`src/rtl/riscv_pkg.sv`:
```
// Shared RISC-V pipeline types: LSU operation encoding and the EX->MEM packet.
package riscv_pkg;

  localparam int XLEN = 64;

  typedef enum logic [3:0] {
    LSU_NONE = 4'd0,
    LSU_LB, LSU_LH, LSU_LW, LSU_LD, LSU_LBU, LSU_LHU, LSU_LWU,
    LSU_SB, LSU_SH, LSU_SW, LSU_SD
  } lsu_op_t;

  typedef struct packed {
    logic [XLEN-1:0] alu_result;
    logic [XLEN-1:0] store_data;
    logic [4:0]      rd_addr;
    logic            reg_write;
    lsu_op_t         lsu_op;
    logic            mem_write;
    logic            mem_to_reg;
  } ex_mem_pkt_t;

endpackage

```
`src/rtl/pipe_skid_buf.sv`:
```
// Payload-agnostic valid/ready buffer with synchronous flush.
// SKID=1: main + skid entry, registered in_ready; SKID=0: single entry, combinational in_ready.
module pipe_skid_buf #(
  parameter int WIDTH = 8,
  parameter bit SKID  = 1'b1
) (
  input  logic             clk,
  input  logic             rst,
  input  logic             flush_i,
  input  logic             in_valid_i,
  output logic             in_ready_o,
  input  logic [WIDTH-1:0] in_data_i,
  output logic             out_valid_o,
  input  logic             out_ready_i,
  output logic [WIDTH-1:0] out_data_o,
  output logic [1:0]       occupancy_o
);

  logic             m_valid_q, m_valid_d, s_valid_q, s_valid_d;
  logic [WIDTH-1:0] m_data_q, m_data_d, s_data_q, s_data_d;
  logic [1:0]       occ_q, occ_d;
  logic             in_fire, out_fire;

  assign in_ready_o  = SKID ? !s_valid_q : (!m_valid_q | out_ready_i);
  assign out_valid_o = m_valid_q;
  assign out_data_o  = m_data_q;
  assign occupancy_o = occ_q;
  assign in_fire     = in_valid_i & in_ready_o;
  assign out_fire    = m_valid_q & out_ready_i;

  always_comb begin
    m_valid_d = m_valid_q;
    s_valid_d = s_valid_q;
    m_data_d  = m_data_q;
    s_data_d  = s_data_q;
    if (SKID && s_valid_q) begin
      // Skid entry drains into main before any new input is taken.
      if (out_fire) begin
        m_valid_d = 1'b1;
        m_data_d  = s_data_q;
        s_valid_d = 1'b0;
      end
    end else if (in_fire) begin
      if (!m_valid_q || out_fire) begin
        m_valid_d = 1'b1;
        m_data_d  = in_data_i;
      end else if (SKID) begin
        s_valid_d = 1'b1;
        s_data_d  = in_data_i;
      end
    end else if (out_fire) begin
      m_valid_d = 1'b0;
    end
    // Payload is left in place so unqualified fields keep their last value.
    if (flush_i) begin
      m_valid_d = 1'b0;
      s_valid_d = 1'b0;
    end
    occ_d = {1'b0, m_valid_d} + {1'b0, s_valid_d};
  end

  always_ff @(posedge clk or posedge rst) begin
    if (rst) begin
      m_valid_q <= 1'b0;
      s_valid_q <= 1'b0;
      m_data_q  <= '0;
      s_data_q  <= '0;
      occ_q     <= 2'd0;
    end else begin
      m_valid_q <= m_valid_d;
      s_valid_q <= s_valid_d;
      m_data_q  <= m_data_d;
      s_data_q  <= s_data_d;
      occ_q     <= occ_d;
    end
  end

endmodule

```
`src/rtl/ex_mem_pipe_buf.sv`:
```
// EX->MEM elastic pipeline boundary: packs the EX result packet into a skid buffer
// and qualifies the control outputs with out_valid_o.
module ex_mem_pipe_buf #(
  parameter int XLEN = 64,
  parameter bit SKID = 1'b1
) (
  input  logic                clk,
  input  logic                rst,
  input  logic                flush_i,
  input  logic                in_valid_i,
  output logic                in_ready_o,
  input  logic [XLEN-1:0]     alu_result_i,
  input  logic [XLEN-1:0]     store_data_i,
  input  logic [4:0]          rd_addr_i,
  input  logic                reg_write_i,
  input  riscv_pkg::lsu_op_t  lsu_op_i,
  input  logic                mem_write_i,
  input  logic                mem_to_reg_i,
  output logic                out_valid_o,
  input  logic                out_ready_i,
  output logic [XLEN-1:0]     alu_result_o,
  output logic [XLEN-1:0]     store_data_o,
  output logic [4:0]          rd_addr_o,
  output logic                reg_write_o,
  output riscv_pkg::lsu_op_t  lsu_op_o,
  output logic                mem_write_o,
  output logic                mem_to_reg_o,
  output logic [1:0]          occupancy_o
);
  import riscv_pkg::*;

  localparam int PKT_W = $bits(ex_mem_pkt_t);

  generate
    if (XLEN != riscv_pkg::XLEN) begin : g_bad_xlen
      $error("ex_mem_pipe_buf: XLEN parameter must match riscv_pkg::XLEN");
    end
  endgenerate

  ex_mem_pkt_t in_pkt, out_pkt;
  logic [PKT_W-1:0] out_bits;
  logic             out_valid;

  always_comb begin
    in_pkt            = '0;
    in_pkt.alu_result = alu_result_i;
    in_pkt.store_data = store_data_i;
    in_pkt.rd_addr    = rd_addr_i;
    in_pkt.reg_write  = reg_write_i;
    in_pkt.lsu_op     = lsu_op_i;
    in_pkt.mem_write  = mem_write_i;
    in_pkt.mem_to_reg = mem_to_reg_i;
  end

  pipe_skid_buf #(.WIDTH(PKT_W), .SKID(SKID)) u_buf (
    .clk         (clk),
    .rst         (rst),
    .flush_i     (flush_i),
    .in_valid_i  (in_valid_i),
    .in_ready_o  (in_ready_o),
    .in_data_i   (in_pkt),
    .out_valid_o (out_valid),
    .out_ready_i (out_ready_i),
    .out_data_o  (out_bits),
    .occupancy_o (occupancy_o)
  );

  assign out_pkt      = ex_mem_pkt_t'(out_bits);
  assign out_valid_o  = out_valid;
  assign alu_result_o = out_pkt.alu_result;
  assign store_data_o = out_pkt.store_data;
  assign rd_addr_o    = out_pkt.rd_addr;
  // Side-effecting controls must never leak from an empty slot.
  assign reg_write_o  = out_valid & out_pkt.reg_write;
  assign mem_write_o  = out_valid & out_pkt.mem_write;
  assign mem_to_reg_o = out_valid & out_pkt.mem_to_reg;
  assign lsu_op_o     = out_valid ? out_pkt.lsu_op : LSU_NONE;

endmodule
```
`config.mk`:
```
export PLATFORM = sky130hd
export DESIGN_NAME = ex_mem_pipe_buf
export DESIGN_NICKNAME = d
export VERILOG_FILES = /design/src/rtl/riscv_pkg.sv /design/src/rtl/pipe_skid_buf.sv /design/src/rtl/ex_mem_pipe_buf.sv
export SDC_FILE = /design/constraint.sdc
export NUM_CORES = 1
export LEC_CHECK = 0
export CAP_MARGIN = 20
export CORE_UTILIZATION = 40
export CTS_BUF_LIST = sky130_fd_sc_hd__clkbuf_4 sky130_fd_sc_hd__clkbuf_8
export CTS_CLUSTER_SIZE = 16
export DETAILED_ROUTE_END_ITERATION = 7
export PLACE_DENSITY = 0.66
export SLEW_MARGIN = 20
export SYNTH_ARGS = -nofsm -noshare
export SYNTH_HDL_FRONTEND = slang
export SYNTH_HIERARCHICAL = 1
export SYNTH_SLANG_ARGS = --single-unit
```
`constraint.sdc`:
```
create_clock -name clk -period 25.9 [get_ports clk]
set_input_delay 2.59 -clock clk [delete_from_list [all_inputs] [get_ports clk]]
set_output_delay 2.59 -clock clk [all_outputs]
set_load 0.01 [all_outputs]
```
-- After elaboration in Yosys (flattened, before gate mapping)
Cells that the tools add are included.
- bits in registers: 284
- output and inout port bits: 144
- logic and storage cells: 37
- input bits: 145
- $add $sub $neg: 1
- reduce and logical (&&, ||, !) cells: 7
- equality and inequality tests: 1
- bitwise operators: 7
- multiplexer cells: 16
- operator list (operator ; number):
    $mux 140 ; 4
    $mux 1 ; 11
    $reduce_and 3->1 ; 2
    $and 1x1->1 ; 5
    $mux 4 ; 1
    $reduce_bool 2->1 ; 2
    $add 1x1->2 ; 1
    $logic_not 1->1 ; 2
    $ne 2x2->1 const B ; 1
    $not 1->1 ; 2
    $logic_or 1x1->1 ; 1

-- Logic depth before layout (Yosys ltp)
- word-level depth: 7
- mapped depth: 7

-- Modules after synthesis
Netlist, hierarchy kept.
- modules (own cells, without submodules) (module ; times used ; cells an instance ; area each (um^2)):
    pipe_skid_buf ; 1 ; 764 ; 12615.8
    ex_mem_pipe_buf ; 1 ; 7 ; 43.8

-- Worst setup path before layout
OpenSTA, ideal clock, no wires.
- path kind: input port to flip-flop
- from: in in_valid_i
- to: reg u_buf.s_data_q[47]
- buffers on the path: 2
- stages on the path: 5
- setup time: 0.125 ns
- arrival time: 3.588 ns
- required time: 25.775 ns
- slack: 22.187 ns
- cells stage by stage: nand2b_1 nor3b_2 buf_4 buf_4 mux2_2
- longest elaborated chain between the ends: 2
- RTL lines (what ; line ; text):
    from (decl) ; ex_mem_pipe_buf.sv:10 ; input logic in_valid_i,
    $and 1x1->1 ; pipe_skid_buf.sv:28 ; assign in_fire = in_valid_i & in_ready_o;
    $reduce_and 3->1 (no line) ; -- ;
    to (signal assigned) ; pipe_skid_buf.sv:73 ; s_data_q <= s_data_d;
    to (decl) ; pipe_skid_buf.sv:20 ; logic [WIDTH-1:0] m_data_q, m_data_d, s_data_q, s_data_d;
No other way between the ends.
A chain may end at the register's enable or synchronous reset.

-- Worst setup path in the final report
- from: in in_valid_i
- to: reg u_buf.s_data_q[45]
The elaborated chain is that of the path after synthesis.

==> metrics.txt <==
register area 0.00711 sq mm; final slew viol count 0; die height between 150 and 200 um; Worst EP required 26310 ps; dpl hpwl roughly 17000 um; Post-CTS Hold Buffers 0; Final Critical Period 5180 ps; P_sw 0.000348 W; final core occ between 50% and 60%; # IOs 289; Hold Vio Cnt, Final 0; Final Wtd Congestion 0.718; Synth cell types 18; setup TNS 0 ps; CP arrival 5590 ps; Core Area 0.0308 sq mm; Crit. End Element register; Clock Pin Slew Worst Setup and Hold Paths about 60 ps; Worst-Margin Slew 1070 ps; GRT Total Usage 17.3%; Filler Cell Count 2524; sw frac roughly 26%; first drt pass iteration count 8; RSZ-0062 raised after global routing no; # DRC 22; gr ovfl total 0; critical path class input port to register; clk_skew around 17 ps; H-tree levels 2; die area between 0.03 and 0.04 sq mm; Max Clk Rate just under 0.2 GHz; post-synth top area cell dfrtp_1; root buffer cell clkbuf_8; via-per-instance ratio between 4 and 5; vias in the first global route 8023; syn_area_per_cell 16.4 sq um; drt total wl between 20000 and 30000 um; NumNets Final 1216; Lkg Pwr 7.12 nW; Rows 64; number of synthesized register bits 284; initial antenna violation count 2; Initial Util 41.1%; Antenna diodes 0; Area growth, synth to finish 32.5%; buffer depth of the longest clock path 3; combinational share of power 25.4%; Gates resized, CTS repair 0; Reg power frac 45.0%; Int Pwr ~0.001 W; vias 7421; largest cells by area after synthesis dfrtp_1 56%, mux2_2 27%, mux2_4 12%; Mapped Cells 771; layout cells sized above 1 a little under half; worst skew pair latency 540 ps; Setup Viol. Count Final 0; postcts setup bufs 0; Initial DRC Count 249; relative slew slack 29.0%; Multi-input gate area 0.00523 sq mm; Seq/Total Area, Yosys 56.1%; Pwr Density slightly above 80 mW/mm^2; synthesized area 0.0127 sq mm; outcome complete, but fails checks; CTS tree built; # clock sinks about 280; Mapped Nets a little over 900; global-route wire length before repair approximately 45000 um; Ys Warns 6; IO Port Bufs ~290; max-cap violation count 0; top-area cell type share of the netlist area 56.1%; post-DR wirelength/cell 18.6 um; largest net degree at the start of global routing 145; DIE WIDTH around 180 um; Crit Path Max Fanout 73; worst min path class register to register; Final ANT Viol Nets 0; failing checks design-rule violations; part of the cycle the worst path needs 20.0%; Max VDD drop 42.9 uV; Num CTS Buffers 48; Clock power frac 29.6%; startpoint type of the worst setup path input port
==> flip-flops by register name, indices dropped and copies added (netlist names) <==
signal	flops
u_buf/s_data_q	140
u_buf/out_valid_o	1
u_buf/occupancy_o	2
u_buf/s_valid_q	1
u_buf/out_data_o	140
==> worst max-delay path: stages <==
cell,delay (ps)
clkdlybuf4s50_1,510
nand2b_1,120
nor3b_4,190
buf_4,730
buf_4,900
mux2_2,420
==> power groups by stage <==
stage | clock network [W] | registers (W) | logic, W
2_1_floorplan | 0 | 0.000628 | 0.000178
3_3_place_gp | 0 | 0.000617 | 0.000344
3_5_place_dp | 0 | 0.000620 | 0.000350
4_1_cts | 0.000418 | 0.000615 | 0.000352
5_1_grt | 0.000437 | 0.000630 | 0.000370
6_report | 0.000404 | 0.000614 | 0.000347
==> path summary, 6_finish.rpt <==
kind | startpoint | to | cells after the start | slack (ps)
worst max-delay path | in_valid_i | u_buf/s_data_q[45] | 6 | 20720
worst min-delay path | u_buf/s_data_q[63] | u_buf/s_data_q[63] | 1 | 480
worst max register to register | u_buf/s_valid_q | u_buf/s_data_q[45] | 5 | 22580
worst min register to register | u_buf/s_data_q[63] | u_buf/s_data_q[63] | 1 | 480
max in group asynchronous | rst | u_buf/out_data_o[52] | 4 | 21390
min in group asynchronous | rst | u_buf/s_data_q[91] | 2 | 2560
==> cell families after synthesis <==
kind of cell / after synthesis / share of synthesized area [%]
AND/OR/NAND/NOR: 12 / 0.613
AO/OA/AOI/OAI: 4 / 0.188
adder cells (fa/ha/maj): 1 / 0.0988
flip-flops: 284 / 56.1
buffers and inverters: 50 / 2.64
multiplexers: 420 / 40.3
==> per-stage QoR <==
stage,hold WS (ps),instance area [sq um],worst slack [ps],total power [W],instances
after global routing,503,16800,20570,0.00144,1494
after global placement,461,15800,20040,0.000961,1416
final,483,16800,20720,0.00136,1494
after detailed placement,473,15800,20050,0.000970,1416
after CTS,485,16800,20660,0.00138,1494
after floorplan,452,12700,15470,0.000806,771
==> layout by cell type (no fill, tap or decap), types with 2 or more instances in the layout <==
master,instances
mux2_2,309
clkdlybuf4s50_1,288
dfrtp_1,283
mux2_4,100
clkbuf_8,58
clkbuf_4,15
mux2_1,11
and2_1,8
buf_4,7
clkinv_2,4
inv_1,2
a21oi_1,2
==> per-layer routing <==
| metal | part of all wire, % | routed length [um] | global-route usage [%] |
|---|---|---|---|
| met1 | 46 | 12900 | 24.1 |
| met2 | 43 | 11900 | 25.4 |
| met3 | 9.0 | 2490 | 6.08 |
| met4 | 1.6 | 439 | 4.55 |
| met5 | 0.047 | 13 | 0 |
==> cell type report <==
cell class                 instances  share of cell area (%)
inverter                           3                   0.142
tap                              396                    2.95
timing repair buffer             296                    17.6
clock buffer                      73                    5.43
multi-input combinational        437                    31.2
sequential                       284                    42.4
clock inverter                     5                   0.298
==> cells in the mapped netlist, drive strengths merged <==
| master | instances |
|---|---|
| ha | 1 |
| a21oi | 2 |
| and2 | 8 |
| nor2 | 1 |
| buf | 40 |
| clkbuf | 7 |
| dfrtp | 284 |
| o21ai | 1 |
| nor3b | 1 |
| o22a | 1 |
| mux2 | 420 |
| nand2b | 1 |
| nor3 | 1 |
| inv | 3 |
Note: power is estimated with default switching activity, not from simulation.
